<file path="src/rtl/collect_sequencer_if.sv">
// Readout handshake between the collection sequencer and its downstream consumer.
// The sequencer owns the count, its valid flag, the overflow flag and the done pulse;
// the consumer answers with count_ack.
interface collect_sequencer_if #(
    parameter int CNT_W = 16
);
    logic [CNT_W-1:0] count_out;
    logic             count_valid;
    logic             count_ack;
    logic             overflow;
    logic             done;

    modport master (
        output count_out,
        output count_valid,
        output overflow,
        output done,
        input  count_ack
    );

    modport slave (
        input  count_out,
        input  count_valid,
        input  overflow,
        input  done,
        output count_ack
    );
endinterface

</file>
<file path="src/rtl/collect_sequencer.sv">
// Instrument collection cycle sequencer on the 50 MHz domain.
// A cycle runs IDLE -> SETTLE -> COLLECT -> READOUT -> IDLE. Timing comes from a
// clock-enable prescaler: one tick every 2^DIV_BITS clk50 cycles, no derived clocks.
// During COLLECT, qualified event pulses are counted (saturating); the total is
// handed downstream on a valid/ack handshake. Every output is a register loaded
// from the next-state decode, so outputs change on the same edge as the state.
module collect_sequencer #(
    parameter int DIV_BITS = 8,
    parameter int CNT_W    = 16
) (
    input  logic        clk50,
    input  logic        rst_n,
    input  logic        start,
    input  logic        abort,
    input  logic [14:0] settle_len,
    input  logic [15:0] collect_len,
    input  logic        event_in,
    output logic        collect_enable,
    output logic        busy,
    collect_sequencer_if.master rd
);

    typedef enum logic [1:0] {
        IDLE    = 2'd0,
        SETTLE  = 2'd1,
        COLLECT = 2'd2,
        READOUT = 2'd3
    } state_t;

    state_t               state;
    state_t               state_next;

    logic [DIV_BITS-1:0]  prescaler;
    logic [15:0]          tick_cnt;
    logic [14:0]          settle_len_l;
    logic [15:0]          collect_len_l;

    logic [CNT_W-1:0]     count;
    logic                 count_valid_q;
    logic                 overflow_q;
    logic                 done_q;

    logic                 timing;
    logic                 tick;
    logic                 settle_end;
    logic                 collect_end;
    logic                 start_ok;
    logic                 handshake;

    // Timebase strobes, exit conditions and handshake qualifiers for this cycle.
    always_comb begin
        timing      = (state == SETTLE) || (state == COLLECT);
        tick        = timing && (prescaler == '1);
        // The exit compares look one tick ahead, so tick_cnt never needs to wrap.
        settle_end  = tick && ((tick_cnt + 16'd1) == {1'b0, settle_len_l});
        collect_end = tick && ((tick_cnt + 16'd1) == collect_len_l);
        start_ok    = (state == IDLE) && start && !abort;
        // abort dominates a simultaneous acknowledge: no done pulse in that case.
        handshake   = (state == READOUT) && rd.count_ack && !abort;
    end

    // Next-state decode; abort returns to IDLE from every busy state.
    always_comb begin
        // NOTE: default assignment first so no path leaves state_next unassigned (no latch).
        state_next = state;
        unique case (state)
            IDLE: begin
                if (start_ok) begin
                    // A zero settle length skips SETTLE entirely.
                    state_next = (settle_len == 15'd0) ? COLLECT : SETTLE;
                end
            end
            SETTLE: begin
                if (abort) begin
                    state_next = IDLE;
                end else if (settle_end) begin
                    state_next = COLLECT;
                end
            end
            COLLECT: begin
                if (abort) begin
                    state_next = IDLE;
                end else if (collect_end) begin
                    state_next = READOUT;
                end
            end
            READOUT: begin
                if (abort || handshake) begin
                    state_next = IDLE;
                end
            end
            default: state_next = IDLE;
        endcase
    end

    // State register, timebase, length latches, event counter and registered outputs.
    always_ff @(posedge clk50) begin
        // NOTE: non-blocking assignments throughout so every register sees pre-edge values.
        if (!rst_n) begin
            state          <= IDLE;
            prescaler      <= '0;
            tick_cnt       <= '0;
            settle_len_l   <= '0;
            collect_len_l  <= '0;
            count          <= '0;
            overflow_q     <= 1'b0;
            collect_enable <= 1'b0;
            busy           <= 1'b0;
            count_valid_q  <= 1'b0;
            done_q         <= 1'b0;
        end else begin
            state          <= state_next;

            // Outputs decoded from the next state so they move with the state.
            collect_enable <= (state_next == COLLECT);
            busy           <= (state_next != IDLE);
            count_valid_q  <= (state_next == READOUT);
            done_q         <= handshake;

            // Timebase restarts on every state entry and only runs while timing.
            if (state_next != state) begin
                prescaler <= '0;
                tick_cnt  <= '0;
            end else if (timing) begin
                prescaler <= prescaler + 1'b1;
                if (tick) begin
                    tick_cnt <= tick_cnt + 16'd1;
                end
            end

            // Accepted start latches the lengths and clears the previous result.
            if (start_ok) begin
                settle_len_l  <= settle_len;
                collect_len_l <= (collect_len == 16'd0) ? 16'd1 : collect_len;
                count         <= '0;
                overflow_q    <= 1'b0;
            end else if ((state == COLLECT) && event_in) begin
                // Saturate at all ones; an event lost to saturation flags overflow.
                if (count == '1) begin
                    overflow_q <= 1'b1;
                end else begin
                    count <= count + 1'b1;
                end
            end
        end
    end

    assign rd.count_out   = count;
    assign rd.count_valid = count_valid_q;
    assign rd.overflow    = overflow_q;
    assign rd.done        = done_q;

endmodule

</file>
<file path="src/flat_wrapper.sv">
// flat-port wrapper written by rule: the top's interface ports become plain ports
module collect_sequencer_flat 
#(
    parameter int DIV_BITS = 8,
    parameter int CNT_W    = 16
)
  (clk50, rst_n, start, abort, settle_len, collect_len, event_in, collect_enable, busy, rd_count_out, rd_count_valid, rd_overflow, rd_done, rd_count_ack);
  collect_sequencer_if #(.CNT_W(CNT_W)) rd_i ();
  input  logic clk50;
  input  logic rst_n;
  input  logic start;
  input  logic abort;
  input  logic [14:0] settle_len;
  input  logic [15:0] collect_len;
  input  logic event_in;
  output logic collect_enable;
  output logic busy;
  output wire logic [$bits(rd_i.count_out)-1:0] rd_count_out;
  output wire logic [$bits(rd_i.count_valid)-1:0] rd_count_valid;
  output wire logic [$bits(rd_i.overflow)-1:0] rd_overflow;
  output wire logic [$bits(rd_i.done)-1:0] rd_done;
  input wire logic [$bits(rd_i.count_ack)-1:0] rd_count_ack;
  assign rd_count_out = rd_i.count_out;
  assign rd_count_valid = rd_i.count_valid;
  assign rd_overflow = rd_i.overflow;
  assign rd_done = rd_i.done;
  assign rd_i.count_ack = rd_count_ack;
  collect_sequencer #(.DIV_BITS(DIV_BITS), .CNT_W(CNT_W)) u_core (.clk50(clk50), .rst_n(rst_n), .start(start), .abort(abort), .settle_len(settle_len), .collect_len(collect_len), .event_in(event_in), .collect_enable(collect_enable), .busy(busy), .rd(rd_i));
endmodule
</file>
<file path="config.mk">
export PLATFORM = sky130hd
export DESIGN_NAME = collect_sequencer_flat
export DESIGN_NICKNAME = d
export VERILOG_FILES = /design/src/rtl/collect_sequencer_if.sv /design/src/rtl/collect_sequencer.sv /design/src/flat_wrapper.sv
export SDC_FILE = /design/constraint.sdc
export NUM_CORES = 1
export LEC_CHECK = 0
export BUFFER_PORTS_ARGS = -buffer_cell sky130_fd_sc_hd__buf_2
export CAP_MARGIN = 20
export CORE_MARGIN = 3
export CORE_UTILIZATION = 30
export DETAILED_ROUTE_END_ITERATION = 12
export REMOVE_ABC_BUFFERS = 1
export SKIP_CTS_REPAIR_TIMING = 1
export SYNTH_ARGS = -nofsm -noshare
export SYNTH_HDL_FRONTEND = slang
export SYNTH_SLANG_ARGS = --single-unit
</file>
<file path="constraint.sdc">
create_clock -name clk50 -period 3.45 [get_ports clk50]
set_input_delay 0.69 -clock clk50 [delete_from_list [all_inputs] [get_ports clk50]]
set_output_delay 0.69 -clock clk50 [all_outputs]
set_load 0.005 [all_outputs]
</file>
==> metrics.md, run 1 <==
| Metric | Value |
|---|---|
| Peak supply drop | about 0.26 mV |
| CP Cell Sequence | inv_1, ha_1, nand2_1, nor4_4, nand4_1, or4_1, nor4b_4, buf_4, nand2_1, o31ai_4, buf_12, a2111oi_0 |
| Vias | 3976 |
| WL met2 | 5.81 mm |
| Diode count | 0 |
| Fin cells | 764 |
| Arrival time worst endpoint | approximately 3.4 ns |
| PortBufs | between 50 and 60 |
| Hpwl dp | just over 9 mm |
| H-Tree Depth | 3 |
| Initial antenna violation count | 0 |
| Ports | 58 |
| # rows | 44 |
| FMAX | 0.309 GHz |
| Max incr delay on CP | 0.48 ns |
| CTS tree | built |
| Yosys cell types | between 60 and 70 |
| Worst Skew | 0.00833 ns |
| Post-DR vias/cell | 5.20 |
| Critical Path Sink Type | register |
| Initial core utilization | 0.309 |
| Die Wd | 129 um |
| Yosys top cell by area | dfxtp_1 |
| CTS Sinks | between 70 and 80 |
| M1 wire length | 5.41 mm |
| Ys async rst share | 0 |
| Crit path top cell by count | nand2_1 |
| Setup tns final | 0 ns |
| Final Cell Area | 5510 um2 |
| Core area | 14700 um2 |
| DRT antenna net count | 0 |
| Syn_area_per_cell | approximately 9.0 um2 |
| Setup violations, final | 0 |
| Max-slew headroom | 0.606 |
| Pins over their slew limit | 0 |
| Top sig layer | met4 |
| DR pass1 iterations | 5 |
| WL/cell | 15.9 um |
| Synth top area cells | dfxtp_1 (34%), xnor2_1 (8.5%), nand2_1 (5.9%) |
| Yosys reg bits | 78 |
| Ys flop type | dfxtp_1 |
| Grt total ovfl | 0 |
| WHS Path Cells | 2 |
| R2R cell count | 12 |
| Final Critical Period | 3.24 ns |
| Met3 WL | 743 um |
| Global-route wire length before repair | a little over 20 mm |
| Final worst-path cycle share | 0.939 |
| Die area | ~17000 um2 |
| Cells after Synth | 508 |
| Layout cells sized above 1 | 0.236 |
| Hold Path Class | reg2reg |
| Pin count of the biggest net entering global routing | 25 |
| Slew @ Worst Pin | 0.587 ns |
| CP Max Fanout | 24 |
| CP startpoint kind | register |
| WL final | 12.1 mm |
| Most frequent cell after synthesis | dfxtp_1 |
| Post-DP Area | approximately 5200 um2 |
| Final net count | 619 |
| Outcome | completed |
| Pwr Density | 428 nW/um2 |
| CTS max path bufs | 2 |
| Critical path data required time | between 3 and 4 ns |
| Top cell type's share of synthesized area | 0.343 |
| Clk_lat worst skew | 0.34 ns |
| CTS Buf Count | 9 |
| CTS Root Cell | clkbuf_16 |
| # placed instances | ~750 |
| Global Route Usage Sum | 0.149 |
| P_leak | a little over 2 nW |
| Final-report hold violation count | 0 |
| Seq/Total Area, Yosys | 0.343 |
| Cell area after synthesis | between 4000 and 5000 um2 |
| EDFF count, synth | 0 |
| Layout area overhead | 21.3% |
| DRC viols | 0 |
| Synth top cells by count | dfxtp_1 (78), nand2_1 (72), xnor2_1 (44) |
| Initial drt markers | about 340 |
| Unrepaired setup endpoints after global routing | no |
| WS Path Type | reg2reg |
| Vias in the first global route | 4105 |
| Synth warn | 0 |
| Routability cong. | 0.878 |
| CTS clk-pin slew, worst paths | approximately 0.060 ns |
| Slowest CP cell | or4_1 |
| Die height | 129 um |
| Number of max-cap violations | 0 |
cell usage in the layout (no fill, tap or decap), drive strengths merged, types with 3 or more instances in the layout:
cell | synthesis | routed
nand4 | 13 | 13
a31oi | 3 | 3
nor2 | 32 | 32
nor4 | 35 | 35
clkbuf | 12 | 13
nor3 | 13 | 13
o31ai | 3 | 3
or4 | 5 | 5
a22o | 14 | 14
nand2b | 5 | 5
nand2 | 73 | 73
xor2 | 24 | 24
xnor2 | 44 | 44
dfxtp | 78 | 78
nor3b | 5 | 5
nand3 | 16 | 16
and3 | 8 | 8
ha | 7 | 7
and4 | 4 | 4
or3 | 9 | 9
nor2b | 4 | 4
inv | 9 | 9
o21ai | 15 | 15
a21oi | 25 | 25
buf | 16 | 84
worst max-delay path, delay by kind of cell, from the launching register on:
kind            cells  cell delay, ns
buf+inv             3            0.56
flops               1            0.43
compound gates      2            0.36
simple gates        6            1.37
fa+ha+maj           1            0.36
power by group:
| part | switching (mW) | internal [mW] |
|---|---|---|
| logic | 0.190 | 0.142 |
| clock network | 0.364 | 0.692 |
| registers | 0.0324 | 0.938 |
registers in the layout (all words and copies together), names as in the netlist:
register / cells
u_core.settle_len_l: 15
u_core.prescaler: 8
u_core.collect_len_l: 16
u_core.rd.count_out: 16
u_core.rd.done: 1
u_core.rd.count_valid: 1
u_core.tick_cnt: 16
u_core.collect_enable: 1
u_core.state: 2
u_core.busy: 1
u_core.rd.overflow: 1
stage by stage:
stage | setup WS (ns) | power (mW) | hold slack [ns] | util
6_report | 0.209 | 2.36 | 0.467 | 0.375
5_1_grt | 0.0237 | 2.46 | 0.490 | 0.375
4_1_cts | -0.108 | 2.38 | 0.467 | 0.373
3_5_place_dp | -0.0893 | 1.32 | 0.465 | 0.351
3_3_place_gp | -0.0296 | 1.31 | 0.462 | 0.351
2_1_floorplan | -1.54 | 1.18 | 0.440 | -
final cells by class:
| cell class | count | area [um2] |
|---|---|---|
| fill | 1464 | 9190 |
| multi-input combinational | 392 | 2820 |
| sequential | 78 | 1560 |
| timing repair buffer | 84 | 526 |
| clock buffer | 13 | 270 |
| tap | 184 | 230 |
| clock inverter | 3 | 65.1 |
| inverter | 10 | 37.5 |
routing by layer:
metal  global-route usage  up-vias
met4               0.0482        0
li1                     -     1970
met1                0.186     1877
met5                    0        -
met2                0.246      111
met3               0.0441       18
path summary, 6_finish.rpt:
path | to | slack [ns] | startpoint
setup / recovery | u_core.tick_cnt[1] | 0.21 | u_core.state[1]
hold reg to reg | u_core.settle_len_l[8] | 0.47 | u_core.settle_len_l[8]
setup reg to reg | u_core.tick_cnt[1] | 0.21 | u_core.state[1]
hold / removal | u_core.settle_len_l[8] | 0.47 | u_core.settle_len_l[8]
kinds of logic (layout without fill, tap and decap cells):
family / count (synthesis) / after routing / share of synthesized area
simple gates: 229 / 229 / 0.314
fa+ha+maj: 7 / 7 / 0.0193
buf+inv: 38 / 110 / 0.0415
flops: 78 / 78 / 0.343
mux: 2 / 2 / 0.00440
compound gates: 83 / 83 / 0.131
xor+xnor: 71 / 71 / 0.146
(Power assumes the default switching activity.)
==> run 2: changes to the inputs <==
--- a/config.mk
+++ b/config.mk
@@ -5,7 +5,7 @@
 export SDC_FILE = /design/constraint.sdc
 export NUM_CORES = 1
 export LEC_CHECK = 0
-export BUFFER_PORTS_ARGS = -buffer_cell sky130_fd_sc_hd__buf_2
+export BUFFER_PORTS_ARGS = -buffer_cell sky130_fd_sc_hd__clkbuf_2
 export CAP_MARGIN = 20
 export CORE_MARGIN = 3
 export CORE_UTILIZATION = 30
==> metrics.md, run 2 (same netlist as run 1, synthesis figures left out) <==
| Metric | Value |
|---|---|
| Outcome | completed |
| Peak supply drop | 0.265 mV (+0.94%) |
| Final net count | 618 (-0.16%) |
| CTS clk-pin slew, worst paths | 0.06 ns (about the same) |
| Slew @ Worst Pin | 0.666 ns (+0.0784 ns) |
| CTS Sinks | 78 (unchanged) |
| Clk_lat worst skew | 0.34 ns (about the same) |
| Sequential share of power | 0.418 (+0.007) |
| Hold Path Sink | u_core.settle_len_l[8] |
| Critical R2R Launch | u_core.tick_cnt[6] |
| Initial drt markers | 287 (-15%) |
| Unrepaired setup endpoints after global routing | no |
| Internal Pwr Total | 1.71 mW (-3.4%) |
| Core area | 14700 um2 (unchanged) |
| R2R cell count | 9 (-3) |
| Final-report hold violation count | 0 (unchanged) |
| CP startpoint kind | register |
| Hpwl dp | 9.46 mm (+3.2%) |
| P_leak | 2.01 nW (-1.8%) |
| Critical Path Sink Type | register |
| Initial core utilization | 0.309 (unchanged) |
| WHS Path Cells | 2 (unchanged) |
| Pin count of the biggest net entering global routing | 25 (unchanged) |
| Final Cell Area | 5480 um2 (-0.61%) |
| Pwr Density | 423 nW/um2 (-0.95%) |
| Layout area overhead | 20.5% |
| Most common cell after layout, fill and taps aside | dfxtp_1 |
| CTS Root Cell | clkbuf_16 |
| WL/cell | 16.2 um (+2.2%) |
| Ports | 58 (unchanged) |
| Routability cong. | 0.929 (+5.9%) |
| Die height | 129 um (unchanged) |
| Arrival time worst endpoint | 3.44 ns (about the same) |
| Final worst-path cycle share | 0.930 (-0.00909) |
| Setup violations, final | 0 (unchanged) |
| Grt total ovfl | 0 (unchanged) |
| Max-slew headroom | 0.552 (-0.0539) |
| Post-DR vias/cell | 5.31 (+2.0%) |
| Pins over their slew limit | 0 (unchanged) |
| CTS Buf Count | 9 (unchanged) |
| CP Max Fanout | 20 (-17%) |
| Global-route wire length before repair | 20.4 mm (+0.89%) |
| DRC viols | 0 (unchanged) |
| Sw Ratio | 0.263 (+0.0142) |
| CTS max path bufs | 2 (unchanged) |
| DRT antenna net count | 0 (unchanged) |
| Hold Path Class | reg2reg |
| H-Tree Depth | 3 (unchanged) |
| WS Path Type | reg2reg |
| RR Endpoint | u_core.tick_cnt[12] |
| # rows | 44 (unchanged) |
| Diode count | 0 (unchanged) |
| WL final | 12.4 mm (+2.1%) |
| Die Wd | 129 um (unchanged) |
| Die area | 16700 um2 (unchanged) |
| Worst Skew | 0.00518 ns (-0.00315 ns) |
| Initial antenna violation count | 0 (unchanged) |
| Worst Hold Launch | u_core.settle_len_l[8] |
| Number of max-cap violations | 0 (unchanged) |
| Power share of the combinational group | 0.145 (+0.004) |
| Final Critical Period | 3.21 ns (-0.0313 ns) |
| Hold Slack | 0.481 ns (+0.0142 ns) |
| Layout cells sized above 1 | 0.238 (+0.00214) |
| Most frequent cells in the layout | dfxtp_1 (76), nand2_1 (72), clkbuf_2 (57) |
| Vias in the first global route | 3976 (-3.1%) |
| Post-DP Area | 5150 um2 (unchanged) |
| DR pass1 iterations | 5 (unchanged) |
| Global Route Usage Sum | 0.154 (+0.00497) |
| PortBufs | 57 (unchanged) |
| CTS tree | built |
| Clk pwr share | 0.437 (-0.011) |
| FMAX | 0.312 GHz (+0.98%) |
| Critical path data required time | 3.68 ns (+0.03 ns) |
| Setup slack, reg-to-reg | 0.24 ns (+0.03 ns) |
| Vias | 4051 (+1.9%) |
| Sw Pwr | 610 uW (+4.1%) |
[run 2: changes by cell type in the layout (fill, tap and decap cells not counted)]
cell,previous run,this run
clkbuf_8,3,0
clkinv_4,0,1
dfxtp_1,78,76
buf_2,57,0
dfxtp_2,0,2
buf_4,24,23
nor4b_4,1,0
nor4b_2,0,1
clkinvlp_4,0,1
clkbuf_2,0,57
clkinv_2,1,2
[run 2: area by class of cell]
class,count,area [um2]
inverter,10,37.5
tap,184,230
fill,1429,9220
sequential,78,1560
clock buffer,10,229
clock inverter,6,86.3
multi-input combinational,392,2820
timing repair buffer,83,518
[run 2: power groups by stage]
| stage | clock network, mW | registers [mW] | logic, mW |
|---|---|---|---|
| after floorplan | 0 | 0.982 | 0.203 |
| after global placement | 0 | 0.989 | 0.326 |
| after detailed placement | 0 | 0.991 | 0.332 |
| after CTS | 1.03 | 0.971 | 0.334 |
| after global routing | 1.08 | 0.975 | 0.368 |
| final | 1.01 | 0.971 | 0.335 |
[run 2: critical path, stage by stage, from the launching register on]
cell and delay, ns:
dfxtp_1 0.54, nand3_4 0.21, nor4_4 0.44, xnor2_1 0.11, or4_4 0.55, nor4_4 0.33, nand2_2 0.14, a2111oi_4 0.46
buf_12 0.24, nor4_2 0.06
[run 2: worst max-delay path by stage]
stage / from / to / slack [ns]
after floorplan: u_core.state[0] / u_core.tick_cnt[1] / -1.54
after global placement: u_core.tick_cnt[5] / u_core.tick_cnt[12] / 0.33
after detailed placement: u_core.tick_cnt[3] / u_core.tick_cnt[1] / 0.20
after CTS: u_core.tick_cnt[3] / u_core.tick_cnt[1] / 0.17
after global routing: u_core.tick_cnt[5] / u_core.tick_cnt[12] / 0.01
final: u_core.tick_cnt[6] / u_core.tick_cnt[12] / 0.24
[run 2: routing by layer]
layer	GRT usage	vias to the layer above	wire length, um
met2	0.255	122	5910
met5	0	-	0
met4	0.0426	0	150
li1	-	1956	-
met3	0.0416	17	636
met1	0.197	1956	5660
[run 2: through the flow]
step           utilization  instances  setup WS [ns]  TNS (ns)  power [mW]
2_1_floorplan            -        480          -1.54    -34.35        1.18
3_3_place_gp         0.351        747          0.330         0        1.31
3_5_place_dp         0.351        747          0.197         0        1.32
4_1_cts              0.372        763          0.173         0        2.34
5_1_grt              0.373        763         0.0118         0        2.42
6_report             0.373        763          0.241         0        2.32
==> run 3: changes to the inputs <==
--- a/config.mk
+++ b/config.mk
@@ -5,6 +5,7 @@
 export SDC_FILE = /design/constraint.sdc
 export NUM_CORES = 1
 export LEC_CHECK = 0
+export ABC_AREA = 1
 export BUFFER_PORTS_ARGS = -buffer_cell sky130_fd_sc_hd__clkbuf_2
 export CAP_MARGIN = 20
 export CORE_MARGIN = 3
==> metrics.md, run 3 <==
| Metric | Value |
|---|---|
| Final Critical Period | 3.14 ns (-0.0690 ns) |
| Routability cong. | 0.888 (-4.5%) |
| Initial drt markers | 376 (+31%) |
| Setup tns final | 0 ns (unchanged) |
| Met3 WL | 796 um (+25%) |
| Post-DP Area | 4990 um2 (-3.1%) |
| Synth warn | 0 (unchanged) |
| WL/cell | 13.9 um (-14%) |
| Most frequent cells in the layout | nand2_1 (183), inv_1 (92), nand3_1 (78), dfxtp_1 (78), clkbuf_2 (57) |
| CTS max path bufs | 2 (unchanged) |
| Number of max-cap violations | 0 (unchanged) |
| Ports | 58 (unchanged) |
| Yosys cell types | 39 (-39%) |
| Worst Skew | 0.00526 ns (+0.0000773 ns) |
| Syn_area_per_cell | 6.66 um2 (-26%) |
| Peak supply drop | 0.303 mV (+14%) |
| # rows | 44 (unchanged) |
| FMAX | 0.318 GHz (+2.2%) |
| Cell area after synthesis | 4490 um2 (-1.2%) |
| WHS Path Cells | 2 (unchanged) |
| Diode count | 0 (unchanged) |
| M1 wire length | 6.18 mm (+9.2%) |
| Critical Path Sink Type | register |
| Pin count of the biggest net entering global routing | 25 (unchanged) |
| Synth top area cells | dfxtp_1 (35%), nand2_1 (15%), nand3_1 (8.7%) |
| R2R cell count | 18 (+9) |
| Ys async rst share | 0 (unchanged) |
| Top Family by Delay on Critical Path | simple AND/OR/NAND/NOR gates |
| Layout area overhead | 19.4% |
| Seq/Total Area, Yosys | 0.347 (+0.00402) |
| DRC viols | 0 (unchanged) |
| H-Tree Depth | 3 (unchanged) |
| CTS tree | built |
| Yosys reg bits | 78 (unchanged) |
| Top cell type's share of synthesized area | 0.347 (+0.00402) |
| Initial core utilization | 0.308 (-0.00127) |
| EDFF count, synth | 0 (unchanged) |
| CTS Root Cell | clkbuf_16 |
| Layout cells sized above 1 | 0.162 (-0.0764) |
| Unrepaired setup endpoints after global routing | no |
| Final net count | 780 (+26%) |
| Critical R2R Launch | u_core.state[0] |
| Fillcell total | 1573 (+10%) |
| Most frequent cell after synthesis | nand2_1 |
| WS Path Type | reg2reg |
| Hpwl dp | 9.62 mm (+1.7%) |
| Worst Hold Launch | u_core.rd.count_out[9] |
| Max-slew headroom | 0.516 (-0.0365) |
| Most common cell after layout, fill and taps aside | nand2_1 |
| Clk_lat worst skew | 0.34 ns (about the same) |
| Grt total ovfl | 0 (unchanged) |
| P_leak | 2.31 nW (+15%) |
| Hold Path Sink | u_core.rd.count_out[9] |
| DR pass1 iterations | 6 (+1) |
| DRT antenna net count | 0 (unchanged) |
| Core area | 14600 um2 (-0.75%) |
| Die Wd | 128 um (-0.55%) |
| CP Cell Sequence | inv_1, ha_1, nand2_1, nand3b_1, inv_1, nand3_1, nor2_1, nand3_1, nor2_1, nand3_1, nand2_1, nand2_1, nand3_1, nand2_2, nand2_2, nand2_2, nand2_4, nor3_1 |
| Die height | 128 um (-0.55%) |
| RR Endpoint | u_core.prescaler[5] |
| Slowest CP cell | dfxtp_1 |
| Setup violations, final | 0 (unchanged) |
| Slew @ Worst Pin | 0.726 ns (+0.0601 ns) |
| WL final | 12.8 mm (+3.9%) |
| Vias | 4522 (+12%) |
| Final-report hold violation count | 0 (unchanged) |
| Initial antenna violation count | 0 (unchanged) |
| Outcome | completed |
| CP Max Fanout | 24 (+20%) |
| Final worst-path cycle share | 0.910 (-0.0200) |
| Crit path top cell by count | nand3_1 |
| WL met2 | 5.63 mm (-4.8%) |
| Hold Path Class | reg2reg |
| Worst path bufs/invs | 2 (+1) |
| Final Cell Area | 5370 um2 (-2.1%) |
| Top sig layer | met4 |
| Vias in the first global route | 4256 (+7.0%) |
| CTS Sinks | 78 (unchanged) |
| Max incr delay on CP | 0.47 ns (-0.08 ns) |
| Pins over their slew limit | 0 (unchanged) |
| Synth top cells by count | nand2_1 (183), inv_1 (92), dfxtp_1 (78), nand3_1 (78), o21ai_0 (50) |
| Cells after Synth | 675 (+33%) |
| Die area | 16500 um2 (-1.1%) |
| Global Route Usage Sum | 0.159 (+0.00481) |
| Pwr Density | 563 nW/um2 (+33%) |
| CTS Buf Count | 9 (unchanged) |
| Global-route wire length before repair | 20.8 mm (+2.1%) |
| CTS clk-pin slew, worst paths | 0.06 ns (about the same) |
| PortBufs | 57 (unchanged) |
| Post-DR vias/cell | 4.89 (-7.9%) |
| Ys flop type | dfxtp_1 |
| Yosys top cell by area | dfxtp_1 |
| Setup slack, reg-to-reg | 0.31 ns (+0.07 ns) |
| Arrival time worst endpoint | 3.35 ns (-0.09 ns) |
| CP startpoint kind | register |
| Critical path data required time | 3.66 ns (-0.02 ns) |
-- run 3: where the power goes --
| group | switching (mW) | internal, mW | leakage [nW] | total (mW) |
|---|---|---|---|---|
| Sequential | 0.0545 | 0.976 | 0.632 | 1.03 |
| Combinational | 0.620 | 0.240 | 1.51 | 0.860 |
| Clock | 0.385 | 0.748 | 0.176 | 1.13 |
-- run 3: routing by layer --
| metal | vias up | global-route usage |
|---|---|---|
| met1 | 2042 | 0.208 |
| met5 | - | 0 |
| met4 | 0 | 0.0506 |
| met3 | 16 | 0.0415 |
| li1 | 2330 | - |
| met2 | 134 | 0.255 |
-- run 3: cells by family (layout without fill, tap and decap cells) --
family	Yosys count	count (layout)	synth area share
and+or+nand+nor	388	389	0.411
buffers and inverters	110	175	0.0999
DFF	78	78	0.347
AOI/OAI and AO/OA	76	76	0.0908
xor gates and xnor gates	15	15	0.0292
adders and majority gates	7	7	0.0195
muxes	1	1	0.00223
-- run 3: how the worst max path moves through the flow --
| stage | from | end | depth (start not counted) |
|---|---|---|---|
| floorplan | u_core.state[1] | u_core.prescaler[4] | 18 |
| global placement | u_core.state[0] | u_core.prescaler[5] | 19 |
| detailed placement | u_core.state[0] | u_core.prescaler[5] | 19 |
| CTS | u_core.state[0] | u_core.prescaler[6] | 19 |
| global route | u_core.state[1] | u_core.tick_cnt[0] | 18 |
| finish | u_core.state[0] | u_core.prescaler[5] | 18 |
-- run 3: stage by stage --
stage / utilization / setup WS [ns] / hold WS, ns / cells / power (mW)
global route: 0.368 / 0.0210 / 0.509 / 925 / 3.17
finish: 0.368 / 0.310 / 0.484 / 925 / 3.02
detailed placement: 0.342 / 0.204 / 0.465 / 908 / 1.87
floorplan: - / 0.772 / 0.461 / 659 / 1.61
CTS: 0.367 / 0.206 / 0.485 / 924 / 3.01
global placement: 0.340 / 0.272 / 0.470 / 907 / 1.87
-- run 3: area by class of cell --
class	instances	area, um2	share of cell area
clock inverters	5	104	0.0193
inverters	94	353	0.0657
multi-input cells	488	2500	0.466
well taps	184	230	0.0429
repair buffers	65	365	0.0681
clock buffers	11	253	0.0471
flip-flops and latches	78	1560	0.291
-- run 3: worst min-delay path: stages, from the launching register on --
cell and delay (ns):
dfxtp_1 0.32, inv_1 0.06, a21oi_1 0.05
